## src/rtl/fp_mult_pkg.sv

```systemverilog
// -----------------------------------------------------------------------------
// fp_mult_pkg
// Shared types and helpers for the pipelined floating-point multiplier.
//   round_mode_t  : rounding mode encoding carried down the pipe
//   ST_*          : bit positions inside the 8-bit status word
//   op_class_t    : operand/result class decided in stage 1
//   bias()        : exponent bias for a given exponent width
//   to_round_mode : maps the raw 3-bit mode input, folding 6/7 onto ties-to-even
// -----------------------------------------------------------------------------
package fp_mult_pkg;

   typedef enum logic [2:0] {
      RM_RNE = 3'd0,  // ties to even
      RM_RTZ = 3'd1,  // toward zero
      RM_RUP = 3'd2,  // toward +inf
      RM_RDN = 3'd3,  // toward -inf
      RM_RNA = 3'd4,  // ties away from zero
      RM_RAZ = 3'd5   // away from zero
   } round_mode_t;

   localparam int ST_ZERO    = 0;
   localparam int ST_INF     = 1;
   localparam int ST_NAN     = 2;
   localparam int ST_TINY    = 3;
   localparam int ST_HUGE    = 4;
   localparam int ST_INEXACT = 5;

   typedef enum logic [1:0] {
      NORMAL = 2'd0,
      ZERO   = 2'd1,
      INF    = 2'd2,
      NAN    = 2'd3
   } op_class_t;

   function automatic int bias(input int exp_w);
      return (1 << (exp_w - 1)) - 1;
   endfunction

   function automatic round_mode_t to_round_mode(input logic [2:0] rnd);
      round_mode_t m;
      case (rnd)
         3'd1:    m = RM_RTZ;
         3'd2:    m = RM_RUP;
         3'd3:    m = RM_RDN;
         3'd4:    m = RM_RNA;
         3'd5:    m = RM_RAZ;
         default: m = RM_RNE;
      endcase
      return m;
   endfunction

endpackage

```

## src/rtl/fp_round_unit.sv

```systemverilog
// -----------------------------------------------------------------------------
// fp_round_unit
// Combinational rounding of a normalised significand (used in stage 3).
//   i_mant     : significand including hidden bit (MAN_W+1 bits)
//   i_guard    : first bit below the LSB
//   i_sticky   : OR of all bits below the guard bit
//   i_sign     : result sign (for directed modes)
//   i_mode     : rounding mode
//   o_frac     : rounded stored fraction (hidden bit dropped)
//   o_exp_inc  : rounding carried out of the significand; exponent must be +1
//   o_inexact  : discarded bits were non-zero
// -----------------------------------------------------------------------------
module fp_round_unit
   import fp_mult_pkg::*;
#(
   parameter int MAN_W = 23
) (
   input  logic [MAN_W:0]   i_mant,
   input  logic             i_guard,
   input  logic             i_sticky,
   input  logic             i_sign,
   input  round_mode_t      i_mode,
   output logic [MAN_W-1:0] o_frac,
   output logic             o_exp_inc,
   output logic             o_inexact
);

   logic             w_up;
   logic             w_lost;
   logic [MAN_W+1:0] w_sum;

   assign w_lost = i_guard | i_sticky;

   always_comb begin
      w_up = 1'b0;
      case (i_mode)
         RM_RTZ:  w_up = 1'b0;
         RM_RUP:  w_up = w_lost & ~i_sign;
         RM_RDN:  w_up = w_lost & i_sign;
         RM_RNA:  w_up = i_guard;
         RM_RAZ:  w_up = w_lost;
         default: w_up = i_guard & (i_sticky | i_mant[0]);
      endcase
   end

   assign w_sum = {1'b0, i_mant} + {{(MAN_W + 1){1'b0}}, w_up};

   // On carry-out the sum is 10..0, so its upper fraction slice is already zero.
   assign o_frac    = w_sum[MAN_W+1] ? w_sum[MAN_W:1] : w_sum[MAN_W-1:0];
   assign o_exp_inc = w_sum[MAN_W+1];
   assign o_inexact = w_lost;

endmodule

```

## src/rtl/fp_mult_pipe.sv

```systemverilog
// -----------------------------------------------------------------------------
// fp_mult_pipe
// Three-stage pipelined IEEE-754 multiplier with valid/ready on both sides and
// a user tag travelling with every operation. EXP_W/MAN_W = 8/23 is binary32.
// Optional feature macro: FP_MULT_STICKY_FLAGS_EN (adds i_flags_clr/o_flags).
//
// Ports
//   i_clk        rising-edge clock
//   i_rst_n      asynchronous active-low reset
//   i_in_valid   operands/mode/tag valid
//   o_in_ready   stage 1 can accept this cycle
//   i_a, i_b     operands (W bits)
//   i_rnd        rounding mode (round_mode_t; 6/7 act as ties-to-even)
//   i_in_tag     user tag
//   o_out_valid  result valid
//   i_out_ready  consumer accepts this cycle
//   o_z          product
//   o_status     [0]zero [1]inf [2]nan [3]tiny [4]huge [5]inexact [7:6]=0
//   o_out_tag    tag of the result
//   i_flags_clr  (macro) clear accumulated flags
//   o_flags      (macro) OR of status[5:0] of every delivered result
//
// Stages: S1 unpack/classify/exponent sum/significand product,
//         S2 normalise and guard/sticky extraction,
//         S3 round, renormalise, exceptions; S3 registers are the outputs.
// -----------------------------------------------------------------------------
module fp_mult_pipe
   import fp_mult_pkg::*;
#(
   parameter  int EXP_W = 8,
   parameter  int MAN_W = 23,
   parameter  int TAG_W = 4,
   localparam int W     = 1 + EXP_W + MAN_W
) (
   input  logic             i_clk,
   input  logic             i_rst_n,
   input  logic             i_in_valid,
   output logic             o_in_ready,
   input  logic [W-1:0]     i_a,
   input  logic [W-1:0]     i_b,
   input  logic [2:0]       i_rnd,
   input  logic [TAG_W-1:0] i_in_tag,
   output logic             o_out_valid,
   input  logic             i_out_ready,
   output logic [W-1:0]     o_z,
   output logic [7:0]       o_status,
   output logic [TAG_W-1:0] o_out_tag
`ifdef FP_MULT_STICKY_FLAGS_EN
   ,
   input  logic             i_flags_clr,
   output logic [5:0]       o_flags
`endif
);

   localparam int EW2 = EXP_W + 2;
   localparam int MW1 = MAN_W + 1;
   localparam int PW  = 2 * MW1;

   localparam logic signed [EW2-1:0] BIAS_S    = EW2'(bias(EXP_W));
   localparam logic signed [EW2-1:0] EXP_MAX_S = EW2'((1 << EXP_W) - 1);

   function automatic op_class_t classify(input logic [EXP_W-1:0] e,
                                          input logic [MAN_W-1:0] f);
      op_class_t c;
      if (e == '1)      c = (f != '0) ? NAN : INF;
      else if (e == '0) c = ZERO;  // subnormals flush to zero
      else              c = NORMAL;
      return c;
   endfunction

   // ---------------------------------------------------------------- flow
   logic r_s1_v, r_s2_v, r_s3_v;
   logic w_s1_free, w_s2_free, w_s3_free;

   // A stage may load when it is empty or its content moves on this cycle.
   assign w_s3_free  = ~r_s3_v | i_out_ready;
   assign w_s2_free  = ~r_s2_v | w_s3_free;
   assign w_s1_free  = ~r_s1_v | w_s2_free;
   assign o_in_ready = w_s1_free;

   // ---------------------------------------------------------------- S1
   logic [EXP_W-1:0]     w_a_exp, w_b_exp;
   logic [MAN_W-1:0]     w_a_frac, w_b_frac;
   op_class_t            w_a_cls, w_b_cls, w_s1_cls;
   logic signed [EW2-1:0] w_exp_sum;
   logic [MW1-1:0]       w_a_mant, w_b_mant;
   logic [PW-1:0]        w_prod;

   assign w_a_exp  = i_a[W-2:MAN_W];
   assign w_b_exp  = i_b[W-2:MAN_W];
   assign w_a_frac = i_a[MAN_W-1:0];
   assign w_b_frac = i_b[MAN_W-1:0];
   assign w_a_cls  = classify(w_a_exp, w_a_frac);
   assign w_b_cls  = classify(w_b_exp, w_b_frac);
   assign w_a_mant = {1'b1, w_a_frac};
   assign w_b_mant = {1'b1, w_b_frac};
   assign w_prod   = w_a_mant * w_b_mant;
   assign w_exp_sum = $signed({2'b00, w_a_exp}) + $signed({2'b00, w_b_exp}) - BIAS_S;

   always_comb begin
      w_s1_cls = NORMAL;
      if (w_a_cls == NAN || w_b_cls == NAN ||
          (w_a_cls == INF && w_b_cls == ZERO) || (w_a_cls == ZERO && w_b_cls == INF)) begin
         w_s1_cls = NAN;
      end else if (w_a_cls == INF || w_b_cls == INF) begin
         w_s1_cls = INF;
      end else if (w_a_cls == ZERO || w_b_cls == ZERO) begin
         w_s1_cls = ZERO;
      end
   end

   logic                  r_s1_sign;
   op_class_t             r_s1_cls;
   logic signed [EW2-1:0] r_s1_exp;
   logic [PW-1:0]         r_s1_prod;
   round_mode_t           r_s1_mode;
   logic [TAG_W-1:0]      r_s1_tag;

   always_ff @(posedge i_clk or negedge i_rst_n) begin
      if (!i_rst_n) begin
         r_s1_v    <= 1'b0;
         r_s1_sign <= 1'b0;
         r_s1_cls  <= NORMAL;
         r_s1_exp  <= '0;
         r_s1_prod <= '0;
         r_s1_mode <= RM_RNE;
         r_s1_tag  <= '0;
      end else if (w_s1_free) begin
         r_s1_v <= i_in_valid;
         if (i_in_valid) begin
            r_s1_sign <= i_a[W-1] ^ i_b[W-1];
            r_s1_cls  <= w_s1_cls;
            r_s1_exp  <= w_exp_sum;
            r_s1_prod <= w_prod;
            r_s1_mode <= to_round_mode(i_rnd);
            r_s1_tag  <= i_in_tag;
         end
      end
   end

   // ---------------------------------------------------------------- S2
   logic                  w_norm_hi;
   logic [MW1-1:0]        w_s2_mant;
   logic                  w_s2_guard, w_s2_sticky;
   logic signed [EW2-1:0] w_s2_exp;

   // Product of two [1,2) significands lies in [1,4); a set MSB means >= 2.
   assign w_norm_hi = r_s1_prod[PW-1];
   assign w_s2_exp  = r_s1_exp + $signed({{(EW2 - 1){1'b0}}, w_norm_hi});

   always_comb begin
      w_s2_mant   = r_s1_prod[PW-2 -: MW1];
      w_s2_guard  = r_s1_prod[MAN_W-1];
      w_s2_sticky = |r_s1_prod[MAN_W-2:0];
      if (w_norm_hi) begin
         w_s2_mant   = r_s1_prod[PW-1 -: MW1];
         w_s2_guard  = r_s1_prod[MAN_W];
         w_s2_sticky = |r_s1_prod[MAN_W-1:0];
      end
   end

   logic                  r_s2_sign;
   op_class_t             r_s2_cls;
   logic signed [EW2-1:0] r_s2_exp;
   logic [MW1-1:0]        r_s2_mant;
   logic                  r_s2_guard, r_s2_sticky;
   round_mode_t           r_s2_mode;
   logic [TAG_W-1:0]      r_s2_tag;

   always_ff @(posedge i_clk or negedge i_rst_n) begin
      if (!i_rst_n) begin
         r_s2_v      <= 1'b0;
         r_s2_sign   <= 1'b0;
         r_s2_cls    <= NORMAL;
         r_s2_exp    <= '0;
         r_s2_mant   <= '0;
         r_s2_guard  <= 1'b0;
         r_s2_sticky <= 1'b0;
         r_s2_mode   <= RM_RNE;
         r_s2_tag    <= '0;
      end else if (w_s2_free) begin
         r_s2_v <= r_s1_v;
         if (r_s1_v) begin
            r_s2_sign   <= r_s1_sign;
            r_s2_cls    <= r_s1_cls;
            r_s2_exp    <= w_s2_exp;
            r_s2_mant   <= w_s2_mant;
            r_s2_guard  <= w_s2_guard;
            r_s2_sticky <= w_s2_sticky;
            r_s2_mode   <= r_s1_mode;
            r_s2_tag    <= r_s1_tag;
         end
      end
   end

   // ---------------------------------------------------------------- S3
   logic [MAN_W-1:0]      w_frac;
   logic                  w_exp_inc, w_inexact;
   logic signed [EW2-1:0] w_exp_post;
   logic                  w_ovf, w_unf, w_away, w_to_inf;
   logic [W-1:0]          w_z;
   logic [7:0]            w_status;

   fp_round_unit #(
      .MAN_W (MAN_W)
   ) u_round (
      .i_mant    (r_s2_mant),
      .i_guard   (r_s2_guard),
      .i_sticky  (r_s2_sticky),
      .i_sign    (r_s2_sign),
      .i_mode    (r_s2_mode),
      .o_frac    (w_frac),
      .o_exp_inc (w_exp_inc),
      .o_inexact (w_inexact)
   );

   assign w_exp_post = r_s2_exp + $signed({{(EW2 - 1){1'b0}}, w_exp_inc});
   assign w_ovf      = (w_exp_post >= EXP_MAX_S);
   assign w_unf      = w_exp_post[EW2-1] | (w_exp_post == '0);

   // Directed modes that push the magnitude away from zero for this sign.
   assign w_away   = (r_s2_mode == RM_RAZ) ||
                     (r_s2_mode == RM_RUP && !r_s2_sign) ||
                     (r_s2_mode == RM_RDN && r_s2_sign);
   assign w_to_inf = w_away || (r_s2_mode == RM_RNE) || (r_s2_mode == RM_RNA);

   always_comb begin
      w_z      = '0;
      w_status = '0;
      case (r_s2_cls)
         NAN: begin
            w_z                = {1'b0, {EXP_W{1'b1}}, 1'b1, {(MAN_W - 1){1'b0}}};
            w_status[ST_NAN]   = 1'b1;
         end
         INF: begin
            w_z                = {r_s2_sign, {EXP_W{1'b1}}, {MAN_W{1'b0}}};
            w_status[ST_INF]   = 1'b1;
         end
         ZERO: begin
            w_z                = {r_s2_sign, {(W - 1){1'b0}}};
            w_status[ST_ZERO]  = 1'b1;
         end
         default: begin
            if (w_ovf) begin
               w_status[ST_HUGE]    = 1'b1;
               w_status[ST_INEXACT] = 1'b1;
               if (w_to_inf) begin
                  w_z              = {r_s2_sign, {EXP_W{1'b1}}, {MAN_W{1'b0}}};
                  w_status[ST_INF] = 1'b1;
               end else begin
                  w_z = {r_s2_sign, {(EXP_W - 1){1'b1}}, 1'b0, {MAN_W{1'b1}}};
               end
            end else if (w_unf) begin
               w_status[ST_TINY]    = 1'b1;
               w_status[ST_INEXACT] = 1'b1;
               if (w_away) begin
                  w_z = {r_s2_sign, {(EXP_W - 1){1'b0}}, 1'b1, {MAN_W{1'b0}}};
               end else begin
                  w_z               = {r_s2_sign, {(W - 1){1'b0}}};
                  w_status[ST_ZERO] = 1'b1;
               end
            end else begin
               w_z                  = {r_s2_sign, w_exp_post[EXP_W-1:0], w_frac};
               w_status[ST_INEXACT] = w_inexact;
            end
         end
      endcase
   end

   logic [W-1:0]     r_z;
   logic [7:0]       r_status;
   logic [TAG_W-1:0] r_tag;

   always_ff @(posedge i_clk or negedge i_rst_n) begin
      if (!i_rst_n) begin
         r_s3_v   <= 1'b0;
         r_z      <= '0;
         r_status <= '0;
         r_tag    <= '0;
      end else if (w_s3_free) begin
         r_s3_v <= r_s2_v;
         if (r_s2_v) begin
            r_z      <= w_z;
            r_status <= w_status;
            r_tag    <= r_s2_tag;
         end
      end
   end

   assign o_out_valid = r_s3_v;
   assign o_z         = r_z;
   assign o_status    = r_status;
   assign o_out_tag   = r_tag;

`ifdef FP_MULT_STICKY_FLAGS_EN
   logic [5:0] r_flags;

   // Clear takes effect first, so a same-cycle delivery still lands.
   always_ff @(posedge i_clk or negedge i_rst_n) begin
      if (!i_rst_n) begin
         r_flags <= '0;
      end else begin
         r_flags <= (i_flags_clr ? 6'd0 : r_flags) |
                    ((r_s3_v & i_out_ready) ? r_status[5:0] : 6'd0);
      end
   end

   assign o_flags = r_flags;
`endif

endmodule
```

## config.mk

```make
export PLATFORM = sky130hd
export DESIGN_NAME = fp_mult_pipe
export DESIGN_NICKNAME = d
export VERILOG_FILES = /design/src/rtl/fp_mult_pkg.sv /design/src/rtl/fp_round_unit.sv /design/src/rtl/fp_mult_pipe.sv
export SDC_FILE = /design/constraint.sdc
export NUM_CORES = 2
export LEC_CHECK = 0
export CAP_MARGIN = 30
export CORE_UTILIZATION = 30
export DETAILED_ROUTE_END_ITERATION = 10
export PLACE_DENSITY_LB_ADDON = 0.05
export SYNTH_ARGS = -nofsm -noshare
export SYNTH_HDL_FRONTEND = slang
export SYNTH_HIERARCHICAL = 1
export SYNTH_SLANG_ARGS = --single-unit
```

## constraint.sdc

```tcl
create_clock -name i_clk -period 4.7 [get_ports i_clk]
set_clock_uncertainty 0.05 [all_clocks]
set_input_delay 1.175 -clock i_clk [delete_from_list [all_inputs] [get_ports i_clk]]
set_output_delay 1.175 -clock i_clk [all_outputs]
set_load 0.01 [all_outputs]
```

# --- After elaboration in Yosys (flattened, before gate mapping) ---
# Cells that the tools add are included.
totals:
  regBits: 159
  in_bits: 75
  output_inout_bits: 46
  word_cells: 124
op_classes:
  n_eq_ne: 21
  muxes: 34
  reduce_logical: 28
  add_sub_neg: 5
  n_mul: 1
  bitwise: 14
  n_lt_le_gt_ge: 1
op_table:
  columns: ["cell", "n"]
  rows:
  - ["32-bit case mux with 3 select lines", 1]
  - ["24-bit 2-to-1 mux", 3]
  - ["31-bit 2-to-1 mux", 2]
  - ["24-bit by 24-bit multiplier with 48-bit output", 1]
  - ["23-bit nonzero test", 2]
  - ["24-bit by 1-bit adder with 25-bit output", 1]
  - ["23-bit 2-to-1 mux", 1]
  - ["23-bit OR reduction", 1]
  - ["22-bit OR reduction", 1]
  - ["10-bit by 2-bit adder with 10-bit output", 2]
  - ["1-bit 2-to-1 mux", 18]
  - ["8-bit equality test (second input constant)", 2]
  - ["8-bit logical NOT", 2]
  - ["3-bit case mux with 5 select lines", 1]
  - ["2-bit equality test (second input constant)", 6]
  - ["3-bit by 2-bit equality test with 1-bit output (second input constant)", 4]
  - ["3-bit equality test (second input constant)", 4]
  - ["10-bit by 9-bit >= comparator with 1-bit output (second input constant)", 1]
  - ["10-bit logical NOT", 1]
  - ["9-bit by 7-bit subtractor with 10-bit output (second input constant)", 1]
  - ["8-bit by 8-bit adder with 9-bit output", 1]
  - ["1-bit logical OR", 9]
  - ["2-bit 2-to-1 mux", 4]
  - ["2-bit by 1-bit equality test with 1-bit output (second input constant)", 3]
  - ["14 further kinds", 32]

# --- Longest topological paths before layout ---
depth:
  depth_word: 10
  ltp_mapped: 27
  depth_no_buf: 25

# --- Hierarchy ---
# The synthesis kept the hierarchy.
by_module_without_submodules:
  columns: ["mod", "seq_area_each_um2", "area_per_inst_um2", "instances", "cells_each"]
  rows:
  - ["fp_mult_pipe", 3978.8, 26128.8, 1, 2873]
  - ["fp_round_unit", 0.0, 676.9, 1, 102]

# --- Least setup slack after synthesis ---
# OpenSTA, ideal clock, no wires.
synth_path:
  path_kind: "in2reg"
  from: "input i_b[12]"
  to: "register r_s1_prod[47]"
  path_buffers: 3
  setup_slack_ps: -2867
  arrival_ps: 7447
  setup_ps: 69
  t_required_ps: 4581
  stages: 25
  path_cell_list: "clkbuf_1 -> clkbuf_1 -> nand2_1 -> fa_1 -> inv_1 -> fa_1 -> inv_1 -> fa_1 -> inv_1 -> fa_1 -> fa_1 -> fa_1 -> inv_1 -> fa_1 -> inv_1 -> ha_1 -> clkbuf_1 -> a21o_1 -> a21oi_1 -> a31oi_1 -> o31ai_4 -> o31ai_4 -> a31oi_1 -> or4_1 -> nand3_1"
synth_via:
  elab_chain_len: 1
synth_rtl:
  columns: ["element", "line_no", "rtl"]
  rows:
  - ["start, declared", "fp_mult_pipe.sv:40", "input logic [W-1:0] i_b,"]
  - ["24-bit by 24-bit multiplier with 48-bit output", "fp_mult_pipe.sv:97", "assign w_prod = w_a_mant * w_b_mant;"]
  - ["end signal, assigned", "fp_mult_pipe.sv:134", "r_s1_prod <= w_prod;"]
  - ["end, declared", "fp_mult_pipe.sv:115", "logic [PW-1:0] r_s1_prod;"]
# No other way between the ends.
# A chain may end at the register's enable or synchronous reset.

# --- Worst setup path after layout ---
layout_path:
  from: "input i_a[13]"
  to: "register r_s1_prod[47]"
layout_via:
  elab_chain_len: 1
layout_rtl:
  columns: ["element", "line_no", "rtl"]
  rows:
  - ["start, declared", "fp_mult_pipe.sv:39", "input logic [W-1:0] i_a,"]
  - ["24-bit by 24-bit multiplier with 48-bit output", "fp_mult_pipe.sv:97", null]
# No other way between the ends.

==> results.cfg <==
[grt]
antenna_found_initial = 0
grt_pass1_wl_mm = 146
grt_util_all_layers_pct = 21.2
grt_overflow = 0
grt_pass1_vias = 23800
grt_start_max_net_pins = 81

[yosys]
synth_simple_gate_area_share_pct = 17.3
syn_avg_cell_area_um2 = 9.01
ys_seq_area_share_pct = 14.8
synth_mux_area_share_pct = 1.61
synth_xor_area_share_pct = 2.55
yosys_warnings = 6
synth_async_sr_flop_share_pct = 100
syn_inst = 2975
syn_area_um2 = 26800
synth_compound_area_share_pct = 8.16
ys_ff_latch = 159
synth_fa_ha_area_share_pct = 45.2
synthFlopType = dfrtp_1
synthDistinctLibCells = 87
synth_enable_flop_cells = 0
synth_top_family_by_area = adder cells

[worst_setup_path]
slowest_stage = fa_2
arrival_ns = 7.61
critical_path.startpoint_type = input port
endpoint_kind = register
path_max_fanout = 5
cp_slowest_stage_delay_ns = 0.59
path_cells = buf_12 > buf_12 > buf_4 > buf_6 > nand2_2 > fa_2 > fa_1 > inv_2 > fa_2 > fa_2 > fa_2 > fa_2 > fa_2 > ha_4 > nand2_4 > nor4_4 > nand2_1 > o211ai_2 > o31ai_4 > o31ai_4 > a31oi_1 > or4_1 > nand3_1
cp_common_cell = fa_2
crit_type = in2reg
worst_ep_required_time_ns = 5.02

[floorplanning]
placementRows = 109
die_h_um = 301
dieArea_um2 = 90600
fp.coreArea_um2 = 88500
fp.dieW_um = 301
start_util_pct = 30.3
num_io_pins = 121

[place]
dp.final_hpwl_mm = 71.4
port_buffers = 118
gp_congestion = 0.855

[route]
dr.first_iter.drc_count = 808
routedWlPerCell_um = 19.8
drtPass1Iterations = 8
ant_nets = 0
drcViolationCount = 23
wirelength_mm = 93.6
vias = 21900
viasPerCell = 4.63

[sta]
setup_viol = 41
fin_crit_ns = 7.29
worst_pin_slew_ns = 0.785
timing.final.ws_setup_ns = -2.59
max_freq_mhz = 137
holdWs_ns = 0.426
finalHoldViolCount = 0
drv_slew = 0
grt_setup_unrepaired = yes
fin_crit_sh_pct = 155
maxSlewHeadroom_pct = 47.7

[final_layout]
final_common_cell = inv_1
drive_above_1_share_pct = 30.2
syn_to_final_growth_pct = 38.8
nets = 4299
fill_cells = 8776
layout_common_cells = inv_1 (487), nand2_1 (447), fa_1 (426)
antennaDiodeCount = 0
regArea_um2 = 3980
multi_input_area_um2 = 21700

[cts]
numClockSinks = 159
root_buffer = clkbuf_16
clockBufferDepth = 2
cts_hold_buf = 0
numCtsBuffers = 17
clk_pin_slew_worst_paths_ns = 0.06
clock_latency_ns = 0.44
cts_tree = done
htreeDepth = 4

[job]
maxCapViolCount = 0

[worst_hold_path]
hp-class = reg2reg

[status]
status = complete, but fails checks
violations = DRC, setup timing
==> worst max-delay path, delay by kind of cell <==
| kind | cells | cell delay [ns] |
|---|---|---|
| buffers and inverters | 5 | 0.54 |
| adder cells (fa/ha/maj) | 8 | 3.97 |
| AO/OA/AOI/OAI | 4 | 0.74 |
| AND/OR/NAND/NOR | 6 | 1.17 |
==> metrics by stage <==
step	setup slack, ns	std cells	instance area [µm²]	utilization [%]	TNS, ns
2_1_floorplan	-2.37	2976	27800	-	-70.09
3_3_place_gp	-3.53	4501	32900	37.1	-119.86
3_5_place_dp	-3.55	4501	32900	37.1	-120.13
4_1_cts	-2.59	4690	36400	41.1	-83.15
5_1_grt	-2.73	4723	37200	42.0	-87.46
6_report	-2.59	4723	37200	42.0	-80.67
==> logic make-up (layout without fill, tap and decap cells) <==
group                    Yosys count  in the layout
multiplexers                      41             41
adder cells (fa/ha/maj)          679            679
XOR/XNOR                          78             78
AO/OA/AOI/OAI                    344            344
buffers and inverters            715           1297
flip-flops                       159            159
other                              1              2
AND/OR/NAND/NOR                  958            958
==> flip-flops by register name (all words and copies together) (netlist names), 2 cells and up <==
register / count
r_s1_prod: 48
o_z: 32
r_s2_mant: 24
r_s1_exp: 10
r_s2_exp: 10
o_status: 6
o_out_tag: 4
r_s1_tag: 4
r_s2_tag: 4
r_s1_mode: 3
r_s2_mode: 3
r_s1_cls: 2
r_s2_cls: 2
==> cell usage after synthesis (all sizes together), types with 6 or more instances <==
cell type | count | area [µm²]
ha | 196 | 2450
nand4 | 32 | 221
o21a | 6 | 45.0
o21ai | 142 | 726
o21bai | 7 | 52.6
nand2 | 478 | 1800
nand3 | 21 | 105
mux2i | 25 | 250
o211ai | 6 | 55.1
dfrtp | 159 | 3980
inv | 569 | 2140
nor2 | 89 | 334
fa | 483 | 9670
clkbuf | 121 | 465
a31oi | 10 | 62.6
nor3 | 12 | 70.1
a21o | 36 | 279
xor2 | 33 | 289
buf | 20 | 128
and3 | 12 | 77.6
a211oi | 8 | 65.1
nand2b | 10 | 62.6
o31ai | 8 | 87.6
a21oi | 82 | 410
and2 | 248 | 1550
mux2 | 16 | 180
nor4 | 29 | 203
xnor2 | 45 | 394
==> area by class of cell <==
class,instances,area share (%)
multi-input cells,2102,58.4
repair buffers,693,19.5
flip-flops and latches,159,10.7
inverters,572,5.89
well taps,1165,3.92
clock buffers,18,1.18
clock inverters,14,0.420
==> what timing repair did <==
item / in CTS / in global routing
cloned: 27 / 1
setup buffers: 134 / 53
hold endpoints to repair: 0 / 0
pin swaps: 173 / 193
setup endpoints to repair: 42 / 42
resized for setup: 533 / 208
==> worst paths after layout <==
check                                             to  depth (start not counted)  slack, ns                startpoint
max                        r_s1_prod[47]$_DFFE_PN0P_                         23      -2.59                   i_a[13]
min                               o_z[4]$_DFFE_PN0P_                          2       0.43        o_z[4]$_DFFE_PN0P_
max reg2reg                      o_z[28]$_DFFE_PN0P_                         19       0.51  r_s2_mode[0]$_DFFE_PN0P_
min reg2reg                       o_z[4]$_DFFE_PN0P_                          2       0.43        o_z[4]$_DFFE_PN0P_
max in group asynchronous    r_s2_exp[5]$_DFFE_PN0P_                          2       3.02                   i_rst_n
min in group asynchronous        o_z[12]$_DFFE_PN0P_                          1       0.71                   i_rst_n
==> layer usage <==
metal	track usage [%]	up-vias	part of all wire (%)
met1	29.1	11100	46
li1	-	10300	-
met2	36.1	373	48
met4	5.05	0	2.7
met3	1.55	79	2.6
met5	0	-	0
Power is not shown: default switching activity piles up to over one toggle a cycle in this logic, so the estimate is an artifact.
